--- config.mk ---
export PLATFORM = sky130hd
export DESIGN_NAME = sad_min_skid_pipe_reg
export DESIGN_NICKNAME = d
export VERILOG_FILES = /design/src/rtl/sad_min_skid_pipe_reg.sv
export SDC_FILE = /design/constraint.sdc
export NUM_CORES = 1
export LEC_CHECK = 0
export ABC_AREA = 1
export CAP_MARGIN = 20
export CORE_MARGIN = 1
export CORE_UTILIZATION = 30
export DETAILED_ROUTE_END_ITERATION = 6
export MAX_ROUTING_LAYER = met4
export SYNTH_ARGS = -nofsm -noshare
export SYNTH_HDL_FRONTEND = slang
export SYNTH_SLANG_ARGS = --single-unit
export TNS_END_PERCENT = 5
--- constraint.sdc ---
create_clock -name clk -period 2.2 [get_ports clk]
set_input_delay 0.44 -clock clk [delete_from_list [all_inputs] [get_ports clk]]
set_output_delay 0.44 -clock clk [all_outputs]
set_load 0.01 [all_outputs]
--- src/rtl/sad_min_skid_pipe_reg.sv ---
// SAD->MIN stage boundary register with a 2-entry skid buffer.
// Ports: clk, rst_n (async low), flush; in_valid/in_ready/in_trigger/in_index/in_value
// upstream; out_valid/out_ready/out_trigger/out_index/out_value downstream; occupancy.
module sad_min_skid_pipe_reg #(
    parameter int NUM_CORES = 8,
    parameter int IDX_W     = 16,
    parameter int VAL_W     = 14
) (
    input  logic                       clk,
    input  logic                       rst_n,
    input  logic                       flush,
    input  logic                       in_valid,
    output logic                       in_ready,
    input  logic                       in_trigger,
    input  logic [NUM_CORES*IDX_W-1:0] in_index,
    input  logic [NUM_CORES*VAL_W-1:0] in_value,
    output logic                       out_valid,
    input  logic                       out_ready,
    output logic                       out_trigger,
    output logic [NUM_CORES*IDX_W-1:0] out_index,
    output logic [NUM_CORES*VAL_W-1:0] out_value,
    output logic [1:0]                 occupancy
);

    localparam int PW = 1 + NUM_CORES * (IDX_W + VAL_W);

    typedef enum logic [1:0] {
        EMPTY = 2'd0,
        ONE   = 2'd1,
        FULL  = 2'd2
    } state_t;

    state_t          state_q, state_d;
    logic            in_ready_q;
    logic [PW-1:0]   main_q, skid_q, in_word;
    logic            in_acc;
    logic            ld_main_in, ld_main_skid, ld_skid;

    assign in_word = {in_trigger, in_index, in_value};
    assign in_acc  = in_valid & in_ready_q;

    always_comb begin
        state_d      = state_q;
        ld_main_in   = 1'b0;
        ld_main_skid = 1'b0;
        ld_skid      = 1'b0;
        if (flush) begin
            state_d = EMPTY;
        end else begin
            unique case (state_q)
                EMPTY: begin
                    if (in_acc) begin
                        ld_main_in = 1'b1;
                        state_d    = ONE;
                    end
                end
                ONE: begin
                    if (in_acc && out_ready) begin
                        ld_main_in = 1'b1;
                    end else if (in_acc) begin
                        // Downstream stalled: park the new beat behind MAIN.
                        ld_skid = 1'b1;
                        state_d = FULL;
                    end else if (out_ready) begin
                        state_d = EMPTY;
                    end
                end
                FULL: begin
                    if (out_ready) begin
                        ld_main_skid = 1'b1;
                        state_d      = ONE;
                    end
                end
                default: state_d = EMPTY;
            endcase
        end
    end

    // in_ready is computed from the next state so it leaves a flop.
    always_ff @(posedge clk or negedge rst_n) begin
        if (!rst_n) begin
            state_q    <= EMPTY;
            in_ready_q <= 1'b1;
        end else begin
            state_q    <= state_d;
            in_ready_q <= (state_d != FULL);
        end
    end

    always_ff @(posedge clk or negedge rst_n) begin
        if (!rst_n) begin
            main_q <= '0;
            skid_q <= '0;
        end else begin
            if (ld_main_in) begin
                main_q <= in_word;
            end else if (ld_main_skid) begin
                main_q <= skid_q;
            end
            if (ld_skid) begin
                skid_q <= in_word;
            end
        end
    end

    assign in_ready  = in_ready_q;
    assign out_valid = (state_q != EMPTY);
    assign occupancy = (state_q == FULL) ? 2'd2 :
                       (state_q == ONE)  ? 2'd1 : 2'd0;
    assign {out_trigger, out_index, out_value} = main_q;

endmodule

## Word level (Yosys, flattened, before mapping)

Cells that the tools add are included.

| operators by class | value |
|---|---|
| equal/unequal tests | 3 |
| multiplexer cells | 21 |
| bitwise operators | 1 |
| reduce and logical (&&, ||, !) cells | 4 |

Operators with widths:

| operator | number |
|---|---|
| two-way mux 241 bit | 2 |
| two-way mux 2 bit | 7 |
| two-way mux 1 bit | 10 |
| case mux 2 bit (3 select lines) | 1 |
| nonzero test 2 bit | 2 |
| == test 2 x 1 -> 1 bit, second input constant | 1 |
| == test 2 bit, second input constant | 1 |
| zero test 2 bit | 1 |
| != test 2 bit, second input constant | 1 |
| case mux 1 bit (2 select lines) | 1 |
| AND 1 bit | 1 |
| logical AND 1 bit | 1 |

| word-level totals | value |
|---|---|
| bits in registers | 485 |
| output and inout port bits | 245 |

## Depth between registers and ports, before layout

| depth | value |
|---|---|
| depth in word-level cells | 6 |
| gate-level depth with buffers | 9 |
| mapped depth without buffers | 7 |

## Worst setup path after synthesis

OpenSTA, ideal clock, no wires.

| timing path | value |
|---|---|
| kind | reg2reg |
| start | register in_ready_q (netlist: in_ready) |
| end | register main_q[137] |
| arrival time | 1.483 ns |
| required time | 2.087 ns |
| setup slack | 0.604 ns |
| stages on the path, launching flop included | 8 |
| buffers on the path | 2 |
| clock period less this slack | 1.596 ns |
| cells stage by stage | dfstp_2 -> nand2_1 -> inv_2 -> clkbuf_1 -> clkbuf_1 -> nand4_1 -> nand2_1 -> inv_1 |

| between the ends | value |
|---|---|
| word-level cells in the longest chain between the ends | 6 |
| elaborated cells between the ends (all ways) | 8 |
| classes of those cells | mux (5); bitwise (1); reduce/logical (2) |

RTL lines:

| what | RTL line | source |
|---|---|---|
| from (decl) | 34 | `logic in_ready_q;` |
| from (signal assigned) | 86 | `in_ready_q <= (state_d != FULL);` |
| AND 1 bit (*) | 40 | `assign in_acc = in_valid & in_ready_q;` |
| logical AND 1 bit | 58 | `if (in_acc && out_ready) begin` |
| two-way mux 1 bit | 58 |  |
| case mux 1 bit (2 select lines) (*) | 50 | `unique case (state_q)` |
| two-way mux 1 bit (*) | 47 | `if (flush) begin` |
| two-way mux 241 bit / nonzero test 2 bit (equally long branches) | n/a |  |
| to (signal assigned) | 96 | `main_q <= in_word;` |
| to (signal assigned) | 98 | `main_q <= skid_q;` |
| to (decl) | 35 | `logic [PW-1:0] main_q, skid_q, in_word;` |

Every way passes the cells marked *; elsewhere a longest branch is shown, timed or not.
A chain may end at the register's enable or synchronous reset.

## Worst setup path after layout

| timing path | value |
|---|---|
| start | register in_ready_q (netlist: in_ready) |
| end | output port in_ready |

RTL lines:

| what | RTL line | source |
|---|---|---|
| to (decl) | 13 | `output logic in_ready,` |

No word-level cell between the ends.

==> flow_summary.html <==
<table>
<tr><th>Metric</th><th>Value</th></tr>
<tr><th colspan="2">Outcome</th></tr>
<tr><td>Result of the run</td><td>finished clean</td></tr>
<tr><th colspan="2">Yosys</th></tr>
<tr><td>Total nets after synthesis</td><td>3,161</td></tr>
<tr><td>Synth unique cells</td><td>20</td></tr>
<tr><td>Sequential fraction of the synthesis area</td><td>a little over half</td></tr>
<tr><td>Number of cells produced by synthesis</td><td>just under 3,000</td></tr>
<tr><td>Syn Std Cell Area</td><td>around 23,000 um2</td></tr>
<tr><td>Post-synthesis sequential element count</td><td>around 490</td></tr>
<tr><td>Average size of a mapped cell</td><td>slightly below 8 um2</td></tr>
<tr><td>Synth warnings</td><td>0</td></tr>
<tr><th colspan="2">Final layout</th></tr>
<tr><td>Share of post-route cells with drive strength above 1</td><td>between 6 and 7%</td></tr>
<tr><td>Most common library cell in the layout ignoring fill and taps</td><td>sky130_fd_sc_hd__nand2_1</td></tr>
<tr><td>Syn-to-layout area delta</td><td>39.1%</td></tr>
<tr><td>Filler instances</td><td>7,544</td></tr>
<tr><td>Commonest cells after routing, fill and taps aside</td><td>727 x sky130_fd_sc_hd__nand2_1, 486 x sky130_fd_sc_hd__inv_1, 486 x sky130_fd_sc_hd__clkdlybuf4s50_1</td></tr>
<tr><td>Final net count</td><td>roughly 3,600</td></tr>
<tr><th colspan="2">GRT</th></tr>
<tr><td>Global-route met1 utilization</td><td>25.7%</td></tr>
<tr><td>Total routing usage reported by global routing</td><td>between 20% and 30%</td></tr>
<tr><td>Number of antenna violations at the first check in global routing</td><td>3</td></tr>
<tr><td>Wire length of the first global-routing pass</td><td>between 100 and 150 mm</td></tr>
<tr><td>Largest net degree at the start of global routing</td><td>132</td></tr>
<tr><td>Total global routing overflow</td><td>0</td></tr>
<tr><td>Gr busiest metal</td><td>met2</td></tr>
<tr><td>Met3 track utilization from global routing</td><td>2.96%</td></tr>
<tr><td>GR Util met2</td><td>~32%</td></tr>
<tr><td>Vias in the first global route</td><td>20,700</td></tr>
<tr><th colspan="2">Placement</th></tr>
<tr><td>Weighted congestion reported at the end of routability-driven placement</td><td>roughly 0.8</td></tr>
<tr><td>Port Buffer Count</td><td>490</td></tr>
<tr><td>HPWL after detailed placement</td><td>52.1 mm</td></tr>
<tr><th colspan="2">Routing</th></tr>
<tr><td>Drt pass-1 iters</td><td>5</td></tr>
<tr><td>DR vias</td><td>between 20,000 and 25,000</td></tr>
<tr><td>Number of design rule violations left after detail routing</td><td>0</td></tr>
<tr><td>Vias per Instance</td><td>4.84</td></tr>
<tr><td>DRC violation total after the first TritonRoute iteration</td><td>1,601</td></tr>
<tr><td>Number of routed nets with antenna violations</td><td>0</td></tr>
<tr><td>Wire length reported by the detailed router</td><td>76.8 mm</td></tr>
<tr><td>Wire length per cell</td><td>roughly 18 um</td></tr>
<tr><th colspan="2">Worst setup path</th></tr>
<tr><td>Worst reg-to-reg setup slack</td><td>~0.39 ns</td></tr>
<tr><td>CP bufs+invs</td><td>1</td></tr>
<tr><td>Crit path capture type</td><td>primary output</td></tr>
<tr><td>Startpoint types</td><td>flop</td></tr>
<tr><td>Depth of the worst register-to-register path</td><td>7</td></tr>
<tr><td>CP max stage delay</td><td>0.57 ns</td></tr>
<tr><td>Category of cells accounting for the largest share of critical-path delay</td><td>flip-flops</td></tr>
<tr><td>Beginning of the critical path</td><td>in_ready$_DFF_PN1_</td></tr>
<tr><td>Termination of the worst setup path</td><td>in_ready</td></tr>
<tr><td>Crit. path cell count</td><td>1</td></tr>
<tr><td>Launching point of the worst reg2reg path</td><td>state_q[1]$_DFF_PN0_</td></tr>
<tr><td>Worst EP required</td><td>roughly 1.8 ns</td></tr>
<tr><td>Critical Path Fanout Max</td><td>2</td></tr>
<tr><td>Setup Crit Path Kind</td><td>flop to primary output</td></tr>
<tr><td>Crit path cell chain</td><td>clkdlybuf4s50_1</td></tr>
<tr><td>CP max-delay cell</td><td>sky130_fd_sc_hd__dfstp_2</td></tr>
<tr><td>FF-to-FF End</td><td>main_q[17]$_DFFE_PN0P_</td></tr>
<tr><td>Data arrival time of the critical path</td><td>about 1.7 ns</td></tr>
<tr><th colspan="2">Pwr</th></tr>
<tr><td>Sequential group share of total power</td><td>43.3%</td></tr>
<tr><td>Final total power</td><td>around 28,000 uW</td></tr>
<tr><td>Leak Pwr</td><td>between 0.015 and 0.02 uW</td></tr>
<tr><td>Cell Int Power</td><td>19,700 uW</td></tr>
<tr><td>Power per cell area</td><td>a little under 900 nW/um2</td></tr>
<tr><td>Total net switching power</td><td>between 8000 and 9000 uW</td></tr>
<tr><td>Clock network fraction of total power</td><td>between 30% and 40%</td></tr>
<tr><td>Fraction of power spent switching nets</td><td>between 20% and 30%</td></tr>
<tr><td>VDD IR-drop max</td><td>0.000528 V</td></tr>
<tr><td>Combinational share of power</td><td>a little under a quarter</td></tr>
<tr><th colspan="2">Clocking</th></tr>
<tr><td>Number of buffers on the longest clock path</td><td>3</td></tr>
<tr><td>Post-CTS Setup Repair Bufs</td><td>0</td></tr>
<tr><td>Sinks on Clock Net</td><td>around 490</td></tr>
<tr><td>H-tree depth</td><td>2</td></tr>
<tr><td>TritonCTS Buffers</td><td>55</td></tr>
<tr><td>CTS tree</td><td>built</td></tr>
<tr><td>Clock latency of the later-clocked register in the worst-skew pair</td><td>approximately 0.6 ns</td></tr>
<tr><td>Clock Tree Root</td><td>sky130_fd_sc_hd__clkbuf_16</td></tr>
<tr><td>Clock-pin slew reported for the worst setup and hold paths after clock tree synthesis</td><td>0.06 ns</td></tr>
<tr><th colspan="2">Floorplan</th></tr>
<tr><td>Width of the die</td><td>around 280 um</td></tr>
<tr><td>Initial Util</td><td>30.3%</td></tr>
<tr><td>Overall die height</td><td>roughly 280 um</td></tr>
<tr><td>Num rows</td><td>a little over 100</td></tr>
<tr><td>Top-Level Pins</td><td>491</td></tr>
<tr><td>Die footprint</td><td>between 70,000 and 80,000 um2</td></tr>
<tr><td>Floorplan core area</td><td>75,800 um2</td></tr>
<tr><th colspan="2">Timing</th></tr>
<tr><td>Final number of max-transition violations</td><td>0</td></tr>
<tr><td>Actual transition at the worst max-transition pin</td><td>between 0.7 and 0.8 ns</td></tr>
<tr><td>Sum of negative setup slack</td><td>0 ns</td></tr>
<tr><td>RSZ-0062 raised after global routing</td><td>false</td></tr>
<tr><td>Worst hold slack after final layout</td><td>between 0.3 and 0.4 ns</td></tr>
<tr><td>Worst slew slack as a fraction of its limit</td><td>approximately half</td></tr>
<tr><td>Post-route fraction of the period consumed by the critical path</td><td>a little over nine tenths</td></tr>
<tr><td>Time the worst path needs with I/O delays and setup</td><td>around 2.1 ns</td></tr>
<tr><td>Count of final hold-check violations</td><td>0</td></tr>
<tr><td>Fmax achieved</td><td>467 MHz</td></tr>
<tr><td>Post-Route Skew</td><td>0.0238 ns</td></tr>
<tr><td>Final Setup Violations</td><td>0</td></tr>
<tr><th colspan="2">Min path</th></tr>
<tr><td>Worst hold-check path type</td><td>input pin to asynchronous set/reset pin</td></tr>
<tr><th colspan="2">Job</th></tr>
<tr><td>Number of max-cap violations</td><td>0</td></tr>
</table>
==> synth_stat cells <==
master	count	share of area (%)
sky130_fd_sc_hd__o21ai_0	9	0.20
sky130_fd_sc_hd__nor3_1	1	0.022
sky130_fd_sc_hd__buf_2	90	2.0
sky130_fd_sc_hd__clkbuf_4	2	0.065
sky130_fd_sc_hd__nand2_1	729	12
sky130_fd_sc_hd__buf_4	7	0.23
sky130_fd_sc_hd__buf_1	9	0.15
sky130_fd_sc_hd__nand2_2	1	0.027
sky130_fd_sc_hd__clkbuf_1	127	2.1
sky130_fd_sc_hd__dfstp_2	1	0.11
sky130_fd_sc_hd__inv_1	486	8.0
sky130_fd_sc_hd__nand3_1	486	11
sky130_fd_sc_hd__dfrtp_1	484	53
sky130_fd_sc_hd__nor2_4	1	0.049
sky130_fd_sc_hd__nor2_1	2	0.033
sky130_fd_sc_hd__nor2_2	2	0.055
sky130_fd_sc_hd__o21ai_1	233	5.1
sky130_fd_sc_hd__buf_6	1	0.049
sky130_fd_sc_hd__inv_2	3	0.049
sky130_fd_sc_hd__nand4_1	241	6.6
==> state kept, by name (all words and copies together), names as in the netlist <==
signal / flops
skid_q: 241
main_q: 241
in_ready: 1
state_q: 2
==> final cells by class <==
type	instances	area [um2]	share of cell area, %
Sequential cell	485	12100	38.0
Multi-Input combinational cell	1705	7980	25.0
Timing Repair Buffer	628	6880	21.6
Inverter	489	1840	5.77
Clock buffer	77	1590	4.98
Tap cell	978	1220	3.83
Clock inverter	20	251	0.788
Antenna cell	3	7.51	0.0235
==> metrics by stage <==
step,instance area [um2],worst slack (ns),util [%],instances
floorplan,22900,0.604,-,2915
CTS,31900,0.000692,42.1,4382
finish,31900,0.0581,42.1,4385
global placement,30100,0.00426,39.6,4284
detailed placement,30100,-0.0288,39.6,4284
global route,31900,0.0195,42.1,4384
==> cells by family after synthesis <==
| kind of cell | share of synthesized area (%) |
|---|---|
| compound gates | 5.28 |
| buf+inv | 12.5 |
| flops | 52.9 |
| simple gates | 29.3 |
==> repair_timing <==
| action | in CTS | in global routing |
|---|---|---|
| setup endpoints to repair | 3 | 1 |
| pin swaps | 0 | 0 |
| resized for setup | 4 | 2 |
| hold endpoints to repair | 27 | 0 |
| hold buffers | 1 | 0 |
==> power groups by stage <==
stage	clock network, uW	registers [uW]	logic (uW)
final	9410	12100	6400
after global routing	10000	12300	7160
after CTS	9700	12100	6480
after detailed placement	0	12200	6460
after global placement	0	12200	6380
after floorplan	0	12300	2700
==> worst register-to-register path, stage by stage, from the launching register on <==
cell and delay, ns:
sky130_fd_sc_hd__dfrtp_1 0.43, sky130_fd_sc_hd__inv_2 0.08, sky130_fd_sc_hd__nor2_4 0.20, sky130_fd_sc_hd__buf_12 0.48, sky130_fd_sc_hd__nand3_1 0.34, sky130_fd_sc_hd__nand3_1 0.13, sky130_fd_sc_hd__nand2_1 0.05, sky130_fd_sc_hd__inv_1 0.04
==> routing by layer <==
layer  part of all wire (%)  vias up
met4                    3.7        0
met3                    5.4      137
met1                     43    10100
met2                     48      637
li1                       -    10300
met5                      0        -
==> worst min path at each step <==
| stage | start | end | slack [ns] | depth (start not counted) |
|---|---|---|---|---|
| after floorplan | rst_n | main_q[0]$_DFFE_PN0P_ | 0.14 | 0 |
| after global placement | rst_n | main_q[102]$_DFFE_PN0P_ | 0.36 | 1 |
| after detailed placement | rst_n | main_q[102]$_DFFE_PN0P_ | 0.37 | 1 |
| after CTS | rst_n | main_q[74]$_DFFE_PN0P_ | 0.32 | 2 |
| after global routing | rst_n | main_q[74]$_DFFE_PN0P_ | 0.34 | 2 |
| final | rst_n | main_q[104]$_DFFE_PN0P_ | 0.34 | 2 |
Note: power is estimated with default switching activity, not from simulation.
